**config.mk**
```make
export PLATFORM = sky130hd
export DESIGN_NAME = fir_interp2_polyphase
export DESIGN_NICKNAME = d
export VERILOG_FILES = /design/src/rtl/fir_tx_pkg.sv /design/src/rtl/SatTruncFP.sv /design/src/rtl/fir_interp2_polyphase.sv
export SDC_FILE = /design/constraint.sdc
export NUM_CORES = 1
export LEC_CHECK = 0
export CAP_MARGIN = 20
export CORE_MARGIN = 3
export CORE_UTILIZATION = 50
export CTS_CLUSTER_DIAMETER = 30
export DETAILED_ROUTE_END_ITERATION = 16
export HOLD_SLACK_MARGIN = 0.1
export PLACE_DENSITY = 0.79
export SETUP_SLACK_MARGIN = 0.1
export SLEW_MARGIN = 20
export SYNTH_ARGS = -nofsm -noshare
export SYNTH_HDL_FRONTEND = slang
export SYNTH_SLANG_ARGS = --single-unit
```
**constraint.sdc**
```tcl
create_clock -name i_clk -period 7.9 [get_ports i_clk]
set_clock_uncertainty 0.2 [all_clocks]
set_input_delay 1.975 -clock i_clk [delete_from_list [all_inputs] [get_ports i_clk]]
set_output_delay 1.975 -clock i_clk [all_outputs]
set_load 0.005 [all_outputs]
```
**src/rtl/fir_tx_pkg.sv**
```systemverilog
// Shared constants, coefficients and FSM encoding for the 2x polyphase FIR interpolator.
package fir_tx_pkg;

  localparam int unsigned NB_COEF  = 16;
  localparam int unsigned NBF_COEF = 15;
  localparam int unsigned NBF_DATA = 15;
  localparam int unsigned NB_PROD  = 32;
  localparam int unsigned NB_TRUNC = 17;

  // h = [C0, C1, C1, C0], S(16,15)
  localparam logic signed [NB_COEF-1:0] C0 = 16'sh04F0;
  localparam logic signed [NB_COEF-1:0] C1 = 16'sh3B0F;

  typedef enum logic [1:0] {
    StIdle = 2'd0,
    StPh0  = 2'd1,
    StPh1  = 2'd2
  } fir_state_e;

endpackage

```
**src/rtl/SatTruncFP.sv**
```systemverilog
// Fixed-point floor truncation of fractional bits with saturation of the integer part.
module SatTruncFP #(
  parameter int unsigned NB_XI  = 32,
  parameter int unsigned NBF_XI = 30,
  parameter int unsigned NB_XO  = 17,
  parameter int unsigned NBF_XO = 15
) (
  input  logic signed [NB_XI-1:0] i_data,
  output logic signed [NB_XO-1:0] o_data
);

  localparam int unsigned DROP = NBF_XI - NBF_XO;

  logic signed [NB_XI-1:0]       shifted;
  logic        [NB_XI-NB_XO:0]   upper;

  // Arithmetic shift gives floor rounding for negative values.
  assign shifted = i_data >>> DROP;
  assign upper   = shifted[NB_XI-1:NB_XO-1];

  always_comb begin
    o_data = shifted[NB_XO-1:0];
    if (!((&upper) || (~|upper))) begin
      o_data = shifted[NB_XI-1] ? {1'b1, {(NB_XO-1){1'b0}}} : {1'b0, {(NB_XO-1){1'b1}}};
    end
  end

endmodule

```
**src/rtl/fir_interp2_polyphase.sv**
```systemverilog
// 4-tap symmetric FIR interpolator by 2: one input sample in, even then odd phase out.
module fir_interp2_polyphase
  import fir_tx_pkg::*;
#(
  parameter int unsigned NB_INPUT  = 16,
  parameter int unsigned NB_OUTPUT = 18
) (
  input  logic                        i_clk,
  input  logic                        i_rst,
  input  logic signed [NB_INPUT-1:0]  i_data,
  input  logic                        i_valid,
  output logic                        o_ready,
  output logic signed [NB_OUTPUT-1:0] o_data,
  output logic                        o_valid,
  input  logic                        i_ready
);

  fir_state_e state_q, state_d;

  logic signed [NB_INPUT-1:0]  x1_q, x1_d, x2_q, x2_d;
  logic signed [NB_OUTPUT-1:0] data_q, data_d;
  logic                        valid_q, valid_d;
  logic                        accept;

  logic signed [NB_PROD-1:0]   prod_e0, prod_e1, prod_o0, prod_o1;
  logic signed [NB_TRUNC-1:0]  trunc_e0, trunc_e1, trunc_o0, trunc_o1;
  logic signed [NB_OUTPUT-1:0] y_even, y_odd;

  // Even phase uses the post-shift delay line: x1 = i_data, x2 = current x1.
  assign prod_e0 = NB_PROD'(C0) * NB_PROD'(i_data);
  assign prod_e1 = NB_PROD'(C1) * NB_PROD'(x1_q);
  // Odd phase is produced one cycle after the accept, from the registered line.
  assign prod_o0 = NB_PROD'(C1) * NB_PROD'(x1_q);
  assign prod_o1 = NB_PROD'(C0) * NB_PROD'(x2_q);

  SatTruncFP #(
    .NB_XI (NB_PROD),
    .NBF_XI(NBF_COEF + NBF_DATA),
    .NB_XO (NB_TRUNC),
    .NBF_XO(NBF_DATA)
  ) u_trunc_e0 (
    .i_data(prod_e0),
    .o_data(trunc_e0)
  );

  SatTruncFP #(
    .NB_XI (NB_PROD),
    .NBF_XI(NBF_COEF + NBF_DATA),
    .NB_XO (NB_TRUNC),
    .NBF_XO(NBF_DATA)
  ) u_trunc_e1 (
    .i_data(prod_e1),
    .o_data(trunc_e1)
  );

  SatTruncFP #(
    .NB_XI (NB_PROD),
    .NBF_XI(NBF_COEF + NBF_DATA),
    .NB_XO (NB_TRUNC),
    .NBF_XO(NBF_DATA)
  ) u_trunc_o0 (
    .i_data(prod_o0),
    .o_data(trunc_o0)
  );

  SatTruncFP #(
    .NB_XI (NB_PROD),
    .NBF_XI(NBF_COEF + NBF_DATA),
    .NB_XO (NB_TRUNC),
    .NBF_XO(NBF_DATA)
  ) u_trunc_o1 (
    .i_data(prod_o1),
    .o_data(trunc_o1)
  );

  assign y_even = NB_OUTPUT'(trunc_e0) + NB_OUTPUT'(trunc_e1);
  assign y_odd  = NB_OUTPUT'(trunc_o0) + NB_OUTPUT'(trunc_o1);

  always_comb begin
    state_d = state_q;
    data_d  = data_q;
    valid_d = valid_q;
    o_ready = 1'b0;
    accept  = 1'b0;
    unique case (state_q)
      StIdle: begin
        o_ready = 1'b1;
        if (i_valid) begin
          accept  = 1'b1;
          data_d  = y_even;
          valid_d = 1'b1;
          state_d = StPh0;
        end
      end
      StPh0: begin
        if (i_ready) begin
          data_d  = y_odd;
          state_d = StPh1;
        end
      end
      StPh1: begin
        o_ready = i_ready;
        if (i_ready) begin
          if (i_valid) begin
            accept  = 1'b1;
            data_d  = y_even;
            state_d = StPh0;
          end else begin
            valid_d = 1'b0;
            state_d = StIdle;
          end
        end
      end
      default: begin
        valid_d = 1'b0;
        state_d = StIdle;
      end
    endcase
  end

  assign x1_d = accept ? i_data : x1_q;
  assign x2_d = accept ? x1_q : x2_q;

  always_ff @(posedge i_clk) begin
    if (i_rst) begin
      state_q <= StIdle;
      x1_q    <= '0;
      x2_q    <= '0;
      data_q  <= '0;
      valid_q <= 1'b0;
    end else begin
      state_q <= state_d;
      x1_q    <= x1_d;
      x2_q    <= x2_d;
      data_q  <= data_d;
      valid_q <= valid_d;
    end
  end

  assign o_data  = data_q;
  assign o_valid = valid_q;

endmodule

```
# --- Word level (Yosys, flattened, before mapping) ---
# Cells that the tools add are included.
classes:
  eq_ne: 6
  n_bitwise: 1
  n_mux: 17
  n_reduce_logical: 5
  mul: 3
  n_addsub: 2
  div_mod_pow: 0
  magnitude_cmp: 0
  n_shift: 0
op_table:
  columns: ["cell", "n"]
  rows:
  - ["18-bit two-way mux", 3]
  - ["18-bit one-hot mux with 3 select lines", 1]
  - ["8-bit by 16-bit multiplier with 24-bit output (first input constant)", 2]
  - ["15-bit by 16-bit multiplier with 31-bit output (first input constant)", 1]
  - ["13-bit by 16-bit adder with 17-bit output", 1]
  - ["16-bit by 13-bit adder with 17-bit output", 1]
  - ["2-bit inequality test (second input constant)", 4]
  - ["1-bit two-way mux", 6]
  - ["2-bit two-way mux", 3]
  - ["2-bit one-hot mux with 3 select lines", 1]
  - ["3-bit AND reduction", 2]
  - ["1-bit one-hot mux with 2 select lines", 2]
  - ["4-bit AND reduction", 1]
  - ["1-bit one-hot mux with 3 select lines", 1]
  - ["3-bit nonzero test", 1]
  - ["2-bit by 1-bit == test with 1-bit output (second input constant)", 1]
  - ["2-bit == test (second input constant)", 1]
  - ["2-bit logical NOT", 1]
  - ["1-bit inverter", 1]
word_totals:
  wordCells: 39
  mem_count: 0
  input_bits: 20
  latchBits: 0
  reg_bits: 53
  out_inout_bits: 20
  romBits: 0
  ram_bits: 0

# --- Depth between registers and ports, before layout ---
depth:
  ltp_word: 5
  ltp_mapped: 31
  mapped_depth_nobuf: 30

# --- By module ---
# From an unflattened synthesis, not the netlist that was laid out.
hier_totals:
  hier_cells: 1689
  hier_area_um2: 14651.6
by_module_without_submodules:
  columns: ["mod", "instances", "seq_area_each_um2", "area_per_inst_um2", "cells_per_inst"]
  rows:
  - ["fir_interp2_polyphase", 1, 1061.0, 14141.1, 1621]
  - ["SatTruncFP", 4, 0.0, 127.6, 17]

# --- Worst setup path before layout ---
# No wires, ideal clock.
synth_timing:
  kind: "reg2reg"
  startpoint: "register x1_q[15]"
  endpoint: "register data_q[14], in the netlist o_data[14]"
  path_buffers: 1
  slack_ns: 0.094
  stages_incl_launch_ff: 31
  synth_period_minus_slack_ns: 7.806
  required_time_ns: 7.580
  t_arrival_ns: 7.486
  setup_time_ns: 0.120
  cell_sequence: "dfxtp_1 clkbuf_1 inv_1 fa_1 inv_1 ha_1 inv_1 fa_1 inv_1 fa_1 fa_1 inv_1 fa_1 inv_1 ha_1 nand4_1 nor2_1 a41oi_1 a21oi_1 a211oi_1 o21bai_1 a21oi_1 xnor2_1 ha_1 or2_1 a21oi_1 a31oi_1 a221o_1 o41ai_2 nor4_1 a211o_1"
synth_via:
  elab_chain_cells: 5
  word_cells_on_any_way: 7
  classes_between: "add/sub: 2; mul: 1; mux: 4"
synth_rtl:
  columns: ["element", "line_no", "text"]
  rows:
  - ["start: declaration", "fir_interp2_polyphase.sv:20", "logic signed [NB_INPUT-1:0] x1_q, x1_d, x2_q, x2_d;"]
  - ["start signal: assignment", "fir_interp2_polyphase.sv:127", "x1_q <= '0;"]
  - ["start signal: assignment", "fir_interp2_polyphase.sv:133", "x1_q <= x1_d;"]
  - ["15-bit by 16-bit multiplier with 31-bit output *", "fir_interp2_polyphase.sv:31, fir_interp2_polyphase.sv:33", null]
  - ["13-bit by 16-bit adder with 17-bit output", "fir_interp2_polyphase.sv:76", "assign y_even = NB_OUTPUT'(trunc_e0) + NB_OUTPUT'(trunc_e1);"]
  - ["18-bit two-way mux", "fir_interp2_polyphase.sv:88, fir_interp2_polyphase.sv:104", null]
  - ["18-bit two-way mux", "fir_interp2_polyphase.sv:103", "if (i_ready) begin"]
  - ["18-bit one-hot mux with 3 select lines *", "fir_interp2_polyphase.sv:85", "unique case (state_q)"]
  - ["end signal: assignment", "fir_interp2_polyphase.sv:135", "data_q <= data_d;"]
  - ["end: declaration", "fir_interp2_polyphase.sv:21", "logic signed [NB_OUTPUT-1:0] data_q, data_d;"]
# Mark *: on every way between the ends. The rest lies on a longest branch, timed or not. The select of a mux whose other input is x is not followed.
# A chain may end at the register's enable or synchronous reset.

# --- Final worst setup path ---
layout_timing:
  startpoint: "register x1_q[5]"
  endpoint: "register data_q[14], in the netlist o_data[14]"
# The elaborated chain is that of the path after synthesis.

==> flow_summary.ini <==
[job]
cap_violations = 0

[logic_synthesis]
synthSimpleGateAreaFrac_pct = 8.54
netlist_instances = 1420
synthArstFlopShare_pct = 0
synth_top_cell_area_share_pct = 29.4
yosysTopAreaCell = fa_1
synth.area.top_cells = fa_1 29%, ha_1 25%, inv_1 11%
syn_avg_cell_area_sq_um = 8.93
yosysUniqueCellTypes = 66
synth-compound-area-share_pct = 11.9
yosysSeqAreaShare_pct = 8.21
synth_fa_ha_area_share_pct = 54.7
synth_seq_cells = 52
synth_ff_type = dfxtp_1
syn_nets = 1883
syn_area_sq_um = 12700
synth_top_family_by_area = adder cells
synth_edf_count = 0
ys_warn_count = 0
synthMuxAreaShare_pct = 0.395
synth-xor-area-share_pct = 4.41

[sta]
finalHoldViolations = 0
finalSetupViolCount = 0
tns_ns = 0
slew_viol_final = 0
setup_ws_ns = 0.305
worstMarginPinSlew_ns = 1.07
hold_ws_ns = 0.265
period_share_pct = 96.1
worst_slew_margin_rel_pct = 28.6
fmax_mhz = 132
rsz0062_at_grt = no
period_needed_ns = 7.59

[drt]
dr.first_iter.drc_count = 629
via_per_inst = 5.34
final_antenna_net_count = 0
wl_um = 29800
vias = 9817
dr.pass1.iters = 5
wire_per_inst_um = 16.2
drc = 0

[place]
portBuffers = 39
dp_slack_ns = -0.137
place_congestion = 0.941
dp_cells = 1827
dp_hpwl_um = 25300

[layout]
nFillCells = 2102
regArea_sq_um = 1040
drive_gt1_share_pct = 8.64
diodes = 0
final_cell_mix = 369 x inv_1, 252 x ha_1, 185 x fa_1
final_common_cell = inv_1
fin_cells = 1840
multiInputGateArea_sq_um = 10300
nets = 1978
syn_to_final_growth_pct = 12.9

[cts]
clock_sinks = 52
cts_buffer_depth = 2
cts.clk_slew.worst_paths_ns = 0.08
cts_htree_levels = 2
cts_root_buf = clkbuf_16
numCtsBuffers = 5
insertion_delay_ns = 0.30
cts_tree = built

[floorplanning]
rows = 57
core_area_sq_um = 24600
ios = 40
start_util_pct = 51.5
die_height_um = 165
die_area_sq_um = 27300
die_w_um = 165

[worst_setup_path]
slowest_stage = fa_1
critical-path-top-delay-family = adder cells
r2r_slack_ns = 0.31
worstPathRequired_ns = 7.90
r2r_end = o_data[14]
cp_common_cell = fa_1
path_buf_inv = 4
timing_worst_setup_path_type = reg2reg
path_depth = 27
end_kind = flop
crit_fanout = 5
r2r_start = x1_q[5]
arrival_ns = 7.59
worst_path_largest_cell_delay_ns = 0.56
reg2reg_depth = 27
start_kind = flop

[power]
ir_worst_vdd_uv = 273
power_mw = 4.32
p_leak_nw = 7.87
power_density_nw_per_um2 = 302

[global_route]
track_usage_pct = 22.6
grt_antenna_before_repair = 0
overflow = 0
first_global_vias = 10200
grt_max_degree = 57
grt_pass1_wl_um = 49500

[min_path]
hold_depth = 2
hold_path_class = reg2reg
hp-start = o_data[11]
holdPathEnd = o_data[11]

[outcome]
status = finished, final reports clean
## through the flow
step	cell area, sq um	util, %
after CTS	14100	57.2
after floorplan	12700	-
after global routing	14300	58.2
final	14300	58.2
after global placement	13900	56.4
after detailed placement	13900	56.4
## worst register-to-register path, delay by kind of cell (launching register included)
| kind | cells | cell delay [ns] |
|---|---|---|
| flip-flops | 1 | 0.39 |
| XOR/XNOR | 1 | 0.23 |
| AND/OR/NAND/NOR | 3 | 0.48 |
| adder cells (fa/ha/maj) | 8 | 3.63 |
| buffers and inverters | 4 | 0.21 |
| AO/OA/AOI/OAI | 11 | 2.35 |
## where the power goes
group          internal, mW  switching, mW  total, mW
combinational          1.67           2.04       3.71
clock                 0.159          0.108      0.267
sequential            0.302         0.0370      0.339
## kinds of logic (layout without fill, tap and decap cells)
kind of cell             count (synthesis)  in the layout
flip-flops                              52             52
AO/OA/AOI/OAI                          223            223
buffers and inverters                  396            492
adder cells (fa/ha/maj)                443            443
multiplexers                             5              5
XOR/XNOR                                63             63
AND/OR/NAND/NOR                        238            238
## Yosys cell counts, types with 6 or more instances
master / number
a211oi_1: 15
a21o_1: 26
a21oi_1: 90
a31oi_1: 9
and3_1: 6
clkbuf_1: 22
dfxtp_1: 52
fa_1: 186
ha_1: 257
inv_1: 371
nand2_1: 110
nand2b_1: 6
nand3_1: 8
nand4_1: 13
nor2_1: 52
nor3_1: 17
o211ai_1: 8
o21a_1: 6
o21ai_0: 15
o21ai_1: 13
xnor2_1: 38
xor2_1: 24
## timing repair
item                                    in CTS  in global routing
endpoints found under the setup margin       0                  9
buffers inserted                             0                  5
hold buffers                                 0                  0
resized for setup                            0                 49
## per-layer routing
layer | share of wire (%) | wire length (um) | GRT usage, %
met2 | 49 | 14500 | 39.4
met4 | 2.4 | 728 | 4.54
met1 | 44 | 13200 | 30.7
met5 | 0 | 0 | 0
met3 | 4.7 | 1390 | 2.12
## how the worst max path moves through the flow
stage,from,endpoint
5_1_grt,i_data[3],o_data[14]
6_report,x1_q[5],o_data[14]
4_1_cts,i_data[11],o_data[14]
3_5_place_dp,i_data[11],o_data[14]
3_3_place_gp,i_data[4],o_data[14]
2_1_floorplan,x1_q[15],o_data[14]
## registers in the layout (all words and copies together) (netlist names)
signal and flops:
x2_q 16, o_data 17, x1_q 16, o_valid 1
state_q 2
## area by class of cell
cell class                      instances  share of cell area, %
Clock buffer                            6                  0.970
Tap cell                              324                   2.83
Multi-Input combinational cell        972                   72.1
Timing Repair Buffer                  112                   6.70
Inverter                              372                   9.78
Sequential cell                        52                   7.30
Clock inverter                          2                  0.271
Power figures use the tool's default switching activity.
